### src/rtl/in_spike_frame_buf_if.sv
// Router-side spike frame handshake: the router (master) offers a frame with valid,
// and the frame buffer (slave) answers with ready.
interface in_spike_frame_buf_if #(
    parameter int NUM_AXONS = 256
);
    logic [NUM_AXONS-1:0] spikeFrame_i;
    logic                 spikeFrameVld_i;
    logic                 spikeFrameRdy_o;

    modport master (
        output spikeFrame_i,
        output spikeFrameVld_i,
        input  spikeFrameRdy_o
    );

    modport slave (
        input  spikeFrame_i,
        input  spikeFrameVld_i,
        output spikeFrameRdy_o
    );
endinterface

### src/rtl/in_spike_frame_buf.sv
// Input spike frame buffer: a DEPTH-deep FIFO of spike vectors feeding a recall frame
// on each time-step start, with a learning snapshot and per-axon registered reads.
module in_spike_frame_buf #(
    parameter int NUM_AXONS          = 256,
    parameter int AXON_CNT_BIT_WIDTH = 8,
    parameter int DEPTH              = 4,
    parameter int DEPTH_BIT_WIDTH    = 2
) (
    input  logic                          clk_i,
    input  logic                          rst_n_i,
    in_spike_frame_buf_if.slave           spk_if,
    input  logic                          start_i,
    input  logic [AXON_CNT_BIT_WIDTH-1:0] RclAxonAddr_i,
    input  logic                          rdEn_RclInSpike_i,
    input  logic                          saveRclSpikes_i,
    input  logic [AXON_CNT_BIT_WIDTH-1:0] LrnAxonAddr_i,
    input  logic                          rdEn_LrnInSpike_i,
    input  logic                          clrErr_i,
    output logic                          Rcl_InSpike_o,
    output logic                          Rcl_InSpikeVld_o,
    output logic                          Lrn_InSpike_o,
    output logic                          Lrn_InSpikeVld_o,
    output logic [DEPTH_BIT_WIDTH:0]      frameCnt_o,
    output logic                          underflow_o
);

    localparam logic [DEPTH_BIT_WIDTH:0] LP_FULL = (DEPTH_BIT_WIDTH+1)'(DEPTH);

    logic [NUM_AXONS-1:0]       r_fifo [DEPTH];
    logic [DEPTH_BIT_WIDTH-1:0] r_wrPtr;
    logic [DEPTH_BIT_WIDTH-1:0] r_rdPtr;
    logic [DEPTH_BIT_WIDTH:0]   r_cnt;
    logic [NUM_AXONS-1:0]       r_rcl;
    logic [NUM_AXONS-1:0]       r_lrn;
    logic                       r_rclBit;
    logic                       r_rclVld;
    logic                       r_lrnBit;
    logic                       r_lrnVld;
    logic                       r_underflow;

    logic w_rdy;
    logic w_push;
    logic w_pop;
    logic w_underflowEvt;
    logic w_rclBit;
    logic w_lrnBit;

    // Ready depends only on the registered count, so start_i cannot reach it.
    assign w_rdy          = (r_cnt != LP_FULL);
    assign w_push         = spk_if.spikeFrameVld_i & w_rdy;
    assign w_pop          = start_i & (r_cnt != '0);
    assign w_underflowEvt = start_i & (r_cnt == '0);

    // Out-of-range axon addresses read as silent axons.
    assign w_rclBit = (int'(RclAxonAddr_i) < NUM_AXONS) ? r_rcl[RclAxonAddr_i] : 1'b0;
    assign w_lrnBit = (int'(LrnAxonAddr_i) < NUM_AXONS) ? r_lrn[LrnAxonAddr_i] : 1'b0;

    always_ff @(posedge clk_i or negedge rst_n_i) begin
        if (!rst_n_i) begin
            for (int i = 0; i < DEPTH; i++) begin
                r_fifo[i] <= '0;
            end
            r_wrPtr <= '0;
            r_rdPtr <= '0;
            r_cnt   <= '0;
        end else begin
            if (w_push) begin
                r_fifo[r_wrPtr] <= spk_if.spikeFrame_i;
                r_wrPtr         <= r_wrPtr + 1'b1;
            end
            if (w_pop) begin
                r_rdPtr <= r_rdPtr + 1'b1;
            end
            if (w_push && !w_pop) begin
                r_cnt <= r_cnt + 1'b1;
            end else if (w_pop && !w_push) begin
                r_cnt <= r_cnt - 1'b1;
            end
        end
    end

    // An empty FIFO at time-step start yields a silent recall frame, not a stale one.
    always_ff @(posedge clk_i or negedge rst_n_i) begin
        if (!rst_n_i) begin
            r_rcl       <= '0;
            r_lrn       <= '0;
            r_underflow <= 1'b0;
        end else begin
            if (start_i) begin
                r_rcl <= w_pop ? r_fifo[r_rdPtr] : '0;
            end
            if (saveRclSpikes_i) begin
                r_lrn <= r_rcl;
            end
            if (w_underflowEvt) begin
                r_underflow <= 1'b1;
            end else if (clrErr_i) begin
                r_underflow <= 1'b0;
            end
        end
    end

    always_ff @(posedge clk_i or negedge rst_n_i) begin
        if (!rst_n_i) begin
            r_rclBit <= 1'b0;
            r_rclVld <= 1'b0;
            r_lrnBit <= 1'b0;
            r_lrnVld <= 1'b0;
        end else begin
            r_rclVld <= rdEn_RclInSpike_i;
            r_lrnVld <= rdEn_LrnInSpike_i;
            if (rdEn_RclInSpike_i) begin
                r_rclBit <= w_rclBit;
            end
            if (rdEn_LrnInSpike_i) begin
                r_lrnBit <= w_lrnBit;
            end
        end
    end

    assign spk_if.spikeFrameRdy_o = w_rdy;
    assign Rcl_InSpike_o          = r_rclBit;
    assign Rcl_InSpikeVld_o       = r_rclVld;
    assign Lrn_InSpike_o          = r_lrnBit;
    assign Lrn_InSpikeVld_o       = r_lrnVld;
    assign frameCnt_o             = r_cnt;
    assign underflow_o            = r_underflow;

endmodule

### src/flat_wrapper.sv
// flat-port wrapper written by rule: the top's interface ports become plain ports
module in_spike_frame_buf_flat 
#(
    parameter int NUM_AXONS          = 256,
    parameter int AXON_CNT_BIT_WIDTH = 8,
    parameter int DEPTH              = 4,
    parameter int DEPTH_BIT_WIDTH    = 2
)
  (clk_i, rst_n_i, start_i, RclAxonAddr_i, rdEn_RclInSpike_i, saveRclSpikes_i, LrnAxonAddr_i, rdEn_LrnInSpike_i, clrErr_i, Rcl_InSpike_o, Rcl_InSpikeVld_o, Lrn_InSpike_o, Lrn_InSpikeVld_o, frameCnt_o, underflow_o, spk_if_spikeFrame_i, spk_if_spikeFrameVld_i, spk_if_spikeFrameRdy_o);
  in_spike_frame_buf_if #(.NUM_AXONS(NUM_AXONS)) spk_if_i ();
  input  logic clk_i;
  input  logic rst_n_i;
  input  logic start_i;
  input  logic [AXON_CNT_BIT_WIDTH-1:0] RclAxonAddr_i;
  input  logic rdEn_RclInSpike_i;
  input  logic saveRclSpikes_i;
  input  logic [AXON_CNT_BIT_WIDTH-1:0] LrnAxonAddr_i;
  input  logic rdEn_LrnInSpike_i;
  input  logic clrErr_i;
  output logic Rcl_InSpike_o;
  output logic Rcl_InSpikeVld_o;
  output logic Lrn_InSpike_o;
  output logic Lrn_InSpikeVld_o;
  output logic [DEPTH_BIT_WIDTH:0] frameCnt_o;
  output logic underflow_o;
  input wire logic [$bits(spk_if_i.spikeFrame_i)-1:0] spk_if_spikeFrame_i;
  input wire logic [$bits(spk_if_i.spikeFrameVld_i)-1:0] spk_if_spikeFrameVld_i;
  output wire logic [$bits(spk_if_i.spikeFrameRdy_o)-1:0] spk_if_spikeFrameRdy_o;
  assign spk_if_i.spikeFrame_i = spk_if_spikeFrame_i;
  assign spk_if_i.spikeFrameVld_i = spk_if_spikeFrameVld_i;
  assign spk_if_spikeFrameRdy_o = spk_if_i.spikeFrameRdy_o;
  in_spike_frame_buf #(.NUM_AXONS(NUM_AXONS), .AXON_CNT_BIT_WIDTH(AXON_CNT_BIT_WIDTH), .DEPTH(DEPTH), .DEPTH_BIT_WIDTH(DEPTH_BIT_WIDTH)) u_core (.clk_i(clk_i), .rst_n_i(rst_n_i), .spk_if(spk_if_i), .start_i(start_i), .RclAxonAddr_i(RclAxonAddr_i), .rdEn_RclInSpike_i(rdEn_RclInSpike_i), .saveRclSpikes_i(saveRclSpikes_i), .LrnAxonAddr_i(LrnAxonAddr_i), .rdEn_LrnInSpike_i(rdEn_LrnInSpike_i), .clrErr_i(clrErr_i), .Rcl_InSpike_o(Rcl_InSpike_o), .Rcl_InSpikeVld_o(Rcl_InSpikeVld_o), .Lrn_InSpike_o(Lrn_InSpike_o), .Lrn_InSpikeVld_o(Lrn_InSpikeVld_o), .frameCnt_o(frameCnt_o), .underflow_o(underflow_o));
endmodule
### config.mk
export PLATFORM = sky130hd
export DESIGN_NAME = in_spike_frame_buf_flat
export DESIGN_NICKNAME = d
export VERILOG_FILES = /design/src/rtl/in_spike_frame_buf_if.sv /design/src/rtl/in_spike_frame_buf.sv /design/src/flat_wrapper.sv
export SDC_FILE = /design/constraint.sdc
export NUM_CORES = 2
export LEC_CHECK = 0
export CAP_MARGIN = 20
export CORE_MARGIN = 2
export CORE_UTILIZATION = 40
export CTS_CLUSTER_SIZE = 30
export DETAILED_ROUTE_END_ITERATION = 12
export PLACE_DENSITY = 0.57
export SYNTH_ARGS = -nofsm -noshare
export SYNTH_HDL_FRONTEND = slang
export SYNTH_SLANG_ARGS = --single-unit
### constraint.sdc
create_clock -name clk_i -period 5.3 [get_ports clk_i]
set_input_delay 1.06 -clock clk_i [delete_from_list [all_inputs] [get_ports clk_i]]
set_output_delay 1.06 -clock clk_i [all_outputs]
set_load 0.02 [all_outputs]
==> results.md <==
- The flow ran to the end, and the final reports show no timing, DRC or antenna violations.
- Measured in cells, the most critical reg-to-reg path has a length of 6.
- For the worst setup path, the data required time is 5.99 ns.
- The top-area cell type share of the netlist area is 56.8%.
- The slack of the critical path is roughly 2.1 ns.
- The number of global-route vias before repair is 41092.
- Detailed placement finished with a half-perimeter wire length of between 100 and 150 mm.
- In the routed design, unresolved DRC markers number 0.
- Once layout is done, the placed cells without fillers occupy 0.0791 mm².
- The via count of the routed design is between 30000 and 40000.
- The routed via count divided by cell count is 5.41.
- The area added between synthesis and finish is 16.0%.
- The kind of launch point of the worst setup path is a primary input.
- The post-route antenna net violation count is 0.
- By count the netlist is led by dfrtp_1 (1548), mux2_2 (1285), mux4_2 (321).
- The final setup skew is 0.0355 ns.
- The tree built by TritonCTS fans out to ~1500 sinks.
- The post-synthesis cell area is 0.0681 mm².
- The power density normalized to cell area is 624 mW/mm².
- The clock transition time at the flip-flop clock pins of the worst setup and hold paths is 0.06 ns.
- The total of flip-flops plus latches after synthesis is 1548.
- The deepest level of the CTS H-tree is 4.
- After clock tree synthesis, the setup repair step added 0 buffers.
- Synthesis handed over a netlist of roughly 4600 instances.
- After the first detailed-routing iteration, the DRC count stood at 2564.
- The reg-to-reg critical path endpoint is u_core.r_fifo[560]$_DFFE_PN0P_.
- In this run, post-CTS repair resized a total of 0 instances.
- The most used flip-flop cell after synthesis is dfrtp_1.
- The height of the die is 417 µm.
- CTS placed an instance of clkbuf_16 at the clock tree root.
- Sorting the synthesized cells by area gives the leading types as dfrtp_1 (57%), mux2_2 (21%), mux4_2 (11%).
- The count of pins over their slew limit is 0.
- Routability-driven placement finished with a final weighted congestion of 0.809.
- The xor-xnor portion of the synthesized cell area is less than 1%.
- Summed over all layers, the global routing overflow is 0.
- The initial antenna violation count is 35.
- No sink is reached through more buffers than the 3 on the longest clock path.
- After synthesis, the largest family of logic cells by area is multiplexers.
- The total iterations of the first detailed-routing run is 5.
- The largest net degree at the start of global routing is 168.
- The cell row count is 151.
- The top achievable clock speed is 313 MHz.
- After synthesis, the share of cell area in mux cells is between 30% and 40%.
- The first global-routing pass estimated ~270 mm of wire.
- The utilization of the core after routing is 46.7%.
- The nature of the critical path endpoint is a register.
- In this run, the clock network consumes 23.9% of the power.
- The setup-violating endpoint count in the final report is 0.
- The hold violation count in the final report is 0.
- The sequential power share is a little over two fifths.
- The sequential area share after synthesis is a little under three fifths.
- After clock tree synthesis, the flow added hold-fix buffers numbering 0.
- The data arrival time of the critical path is 3.89 ns.
- The cell area after placement is about 0.073 mm².
- The starting density of the core is between 40% and 50%.
- Summed over all failing endpoints, the final setup total negative slack is 0 ns.
- In this run, the combinational gates consume 33.1% of the power.
- The final critical delay including setup and external delays is approximately 3.2 ns.
- The area fraction in compound gates after synthesis is 2.98%.
- Setup repair after global routing left no endpoint under its margin.
- After floorplanning, the core was sized to cover ~0.17 mm².
- The net count of the finished layout is about 5100.
- Summed over all layers, the routed wires come to 173 mm.
- The final-layout fill cell count is about 15000.
- In this run the critical register-to-register path is launched from u_core.frameCnt_o[0]$_DFFE_PN0P_.
- The final clock period utilization by the worst path is 60.3%.
- The synthesized netlist devotes between 2 and 2.5% of its cell area to simple gates.
- The category of the critical setup timing path is in2reg.
- After synthesis, the netlist uses 48 different library cells.
- The reg2reg setup slack is between 2 and 2.5 ns.
- Across the run, the number of max-cap violations was 0.
- Internal power comes to roughly 0.034 W.
- The global router's overall resource usage is between 20% and 30%.
- The die boundary width is 417 µm.
- The worst pin sits at a relative slew slack of 30.4%.
- The switching part of the total is 31.0%.
- OpenSTA, run right after detailed placement, puts the worst setup slack at 1.30 ns.
- The cell leakage power is 33.9 nW.
- In this run the tool buffered the top-level ports with approximately 290 buffer cells.
- The post-route netlist has 39.9% of its cells at a drive strength greater than 1.
- The most common cell in the synthesized netlist is dfrtp_1.
- The largest voltage drop on the vdd net is 331 µV.
- The CTS tree is built.
- The overall power is 0.0493 W.
- The clock latency on the worst-skew pair is 0.81 ns.
- The number of nets in the synthesized netlist is 4870.
- In the synthesized netlist the async set-or-reset flop fraction comes to 100%.
- The number of synthesized flops with an enable pin is 0.
- Of all nets on the critical path, the largest fanout is 73.
- At the pin with the least slew margin, the transition time is 1.04 ns.
- The leading area contributor after synthesis is dfrtp_1.
- For this run, the number of Yosys warnings is 0.
- The synthesized netlist devotes 0.121% of its cell area to adder and majority cells.
- The class of the most critical hold timing path is in2async.
- The area enclosed by the die boundary is 0.174 mm².
- Dividing the detail-routed wire length by the instance count gives 24.1 µm.
- A synthesized cell averages ~15 µm².
- The total net switching power is ~0.015 W.
- The number of buffers added by the clock tree synthesis step is 169.
- The number of top-level pins is 289.
-- worst max-delay path: stages --
cell and delay, ns:
buf_6 0.66, mux4_1 0.72, a22oi_1 0.21, a21oi_1 0.08, o21ai_0 0.54, a311oi_1 0.19, a211o_1 0.29
-- cells in the final DEF, fill, tap and decap left out, drive strengths merged, types with 24 or more instances in the layout --
cell type,Yosys,final
dfrtp,1548,1548
mux2,1285,1285
mux4,346,346
nand2,294,294
clkdlybuf4s50,0,275
inv,267,273
o21ai,260,260
clkbuf,128,254
buf,180,94
mux2i,76,76
clkinv,2,36
o221ai,24,24
-- layer usage --
| metal | track usage [%] | wire length [µm] | up-vias |
|---|---|---|---|
| li1 | - | - | 17034 |
| met1 | 27.7 | 77900 | 20903 |
| met2 | 33.5 | 85400 | 620 |
| met3 | 3.15 | 6090 | 245 |
| met4 | 5.01 | 3660 | 14 |
| met5 | 0 | 83 | - |
-- how the worst max path moves through the flow --
stage / to / from / cells after the start
after detailed placement: u_core.Lrn_InSpike_o$_DFFE_PN0P_ / LrnAxonAddr_i[0] / 7
after global placement: u_core.Lrn_InSpike_o$_DFFE_PN0P_ / LrnAxonAddr_i[0] / 7
final: u_core.Lrn_InSpike_o$_DFFE_PN0P_ / LrnAxonAddr_i[0] / 7
after CTS: frameCnt_o[2] / u_core.frameCnt_o[2]$_DFFE_PN0P_ / 1
after global routing: frameCnt_o[2] / u_core.frameCnt_o[2]$_DFFE_PN0P_ / 1
after floorplan: u_core.Rcl_InSpike_o$_DFFE_PN0P_ / RclAxonAddr_i[0] / 9
-- state kept, by name, indices dropped and copies added, names as in the netlist --
| signal | count |
|---|---|
| u_core.Lrn_InSpikeVld_o | 1 |
| u_core.Lrn_InSpike_o | 1 |
| u_core.Rcl_InSpikeVld_o | 1 |
| u_core.Rcl_InSpike_o | 1 |
| u_core.frameCnt_o | 3 |
| u_core.r_fifo | 1024 |
| u_core.r_lrn | 256 |
| u_core.r_rcl | 256 |
| u_core.r_rdPtr | 2 |
| u_core.r_wrPtr | 2 |
| u_core.underflow_o | 1 |
-- power groups by stage --
stage	combinational, W	clock (W)	sequential (W)
3_5_place_dp	0.0167	0	0.0214
2_1_floorplan	0.0126	0	0.0198
3_3_place_gp	0.0164	0	0.0212
5_1_grt	0.0177	0.0126	0.0219
4_1_cts	0.0167	0.0121	0.0212
6_report	0.0164	0.0118	0.0212
-- metrics by stage --
step | std cells | hold slack (ns)
after global routing | 7172 | 0.300
final | 7173 | 0.299
after global placement | 6864 | 0.481
after CTS | 7165 | 0.273
after detailed placement | 6864 | 0.487
after floorplan | 4584 | 0.472
-- final cells by class --
cell class / count / area [µm²] / share of cell area, %
Antenna cell: 8 / 20.0 / 0.0253
Clock buffer: 253 / 4990 / 6.31
Clock inverter: 48 / 617 / 0.780
Inverter: 269 / 1010 / 1.28
Multi-Input combinational cell: 2459 / 26900 / 34.1
Sequential cell: 1548 / 38700 / 49.0
Tap cell: 2218 / 2780 / 3.51
Timing Repair Buffer: 370 / 3980 / 5.03
-- logic make-up (layout without fill, tap and decap cells) --
kind of cell	count (synthesis)	in the layout
compound gates	353	353
mux	1707	1707
other cells	0	8
flops	1548	1548
buf+inv	577	940
xor+xnor	6	6
fa+ha+maj	6	6
simple gates	387	387
No activity file was read; power rests on OpenSTA's default activity.
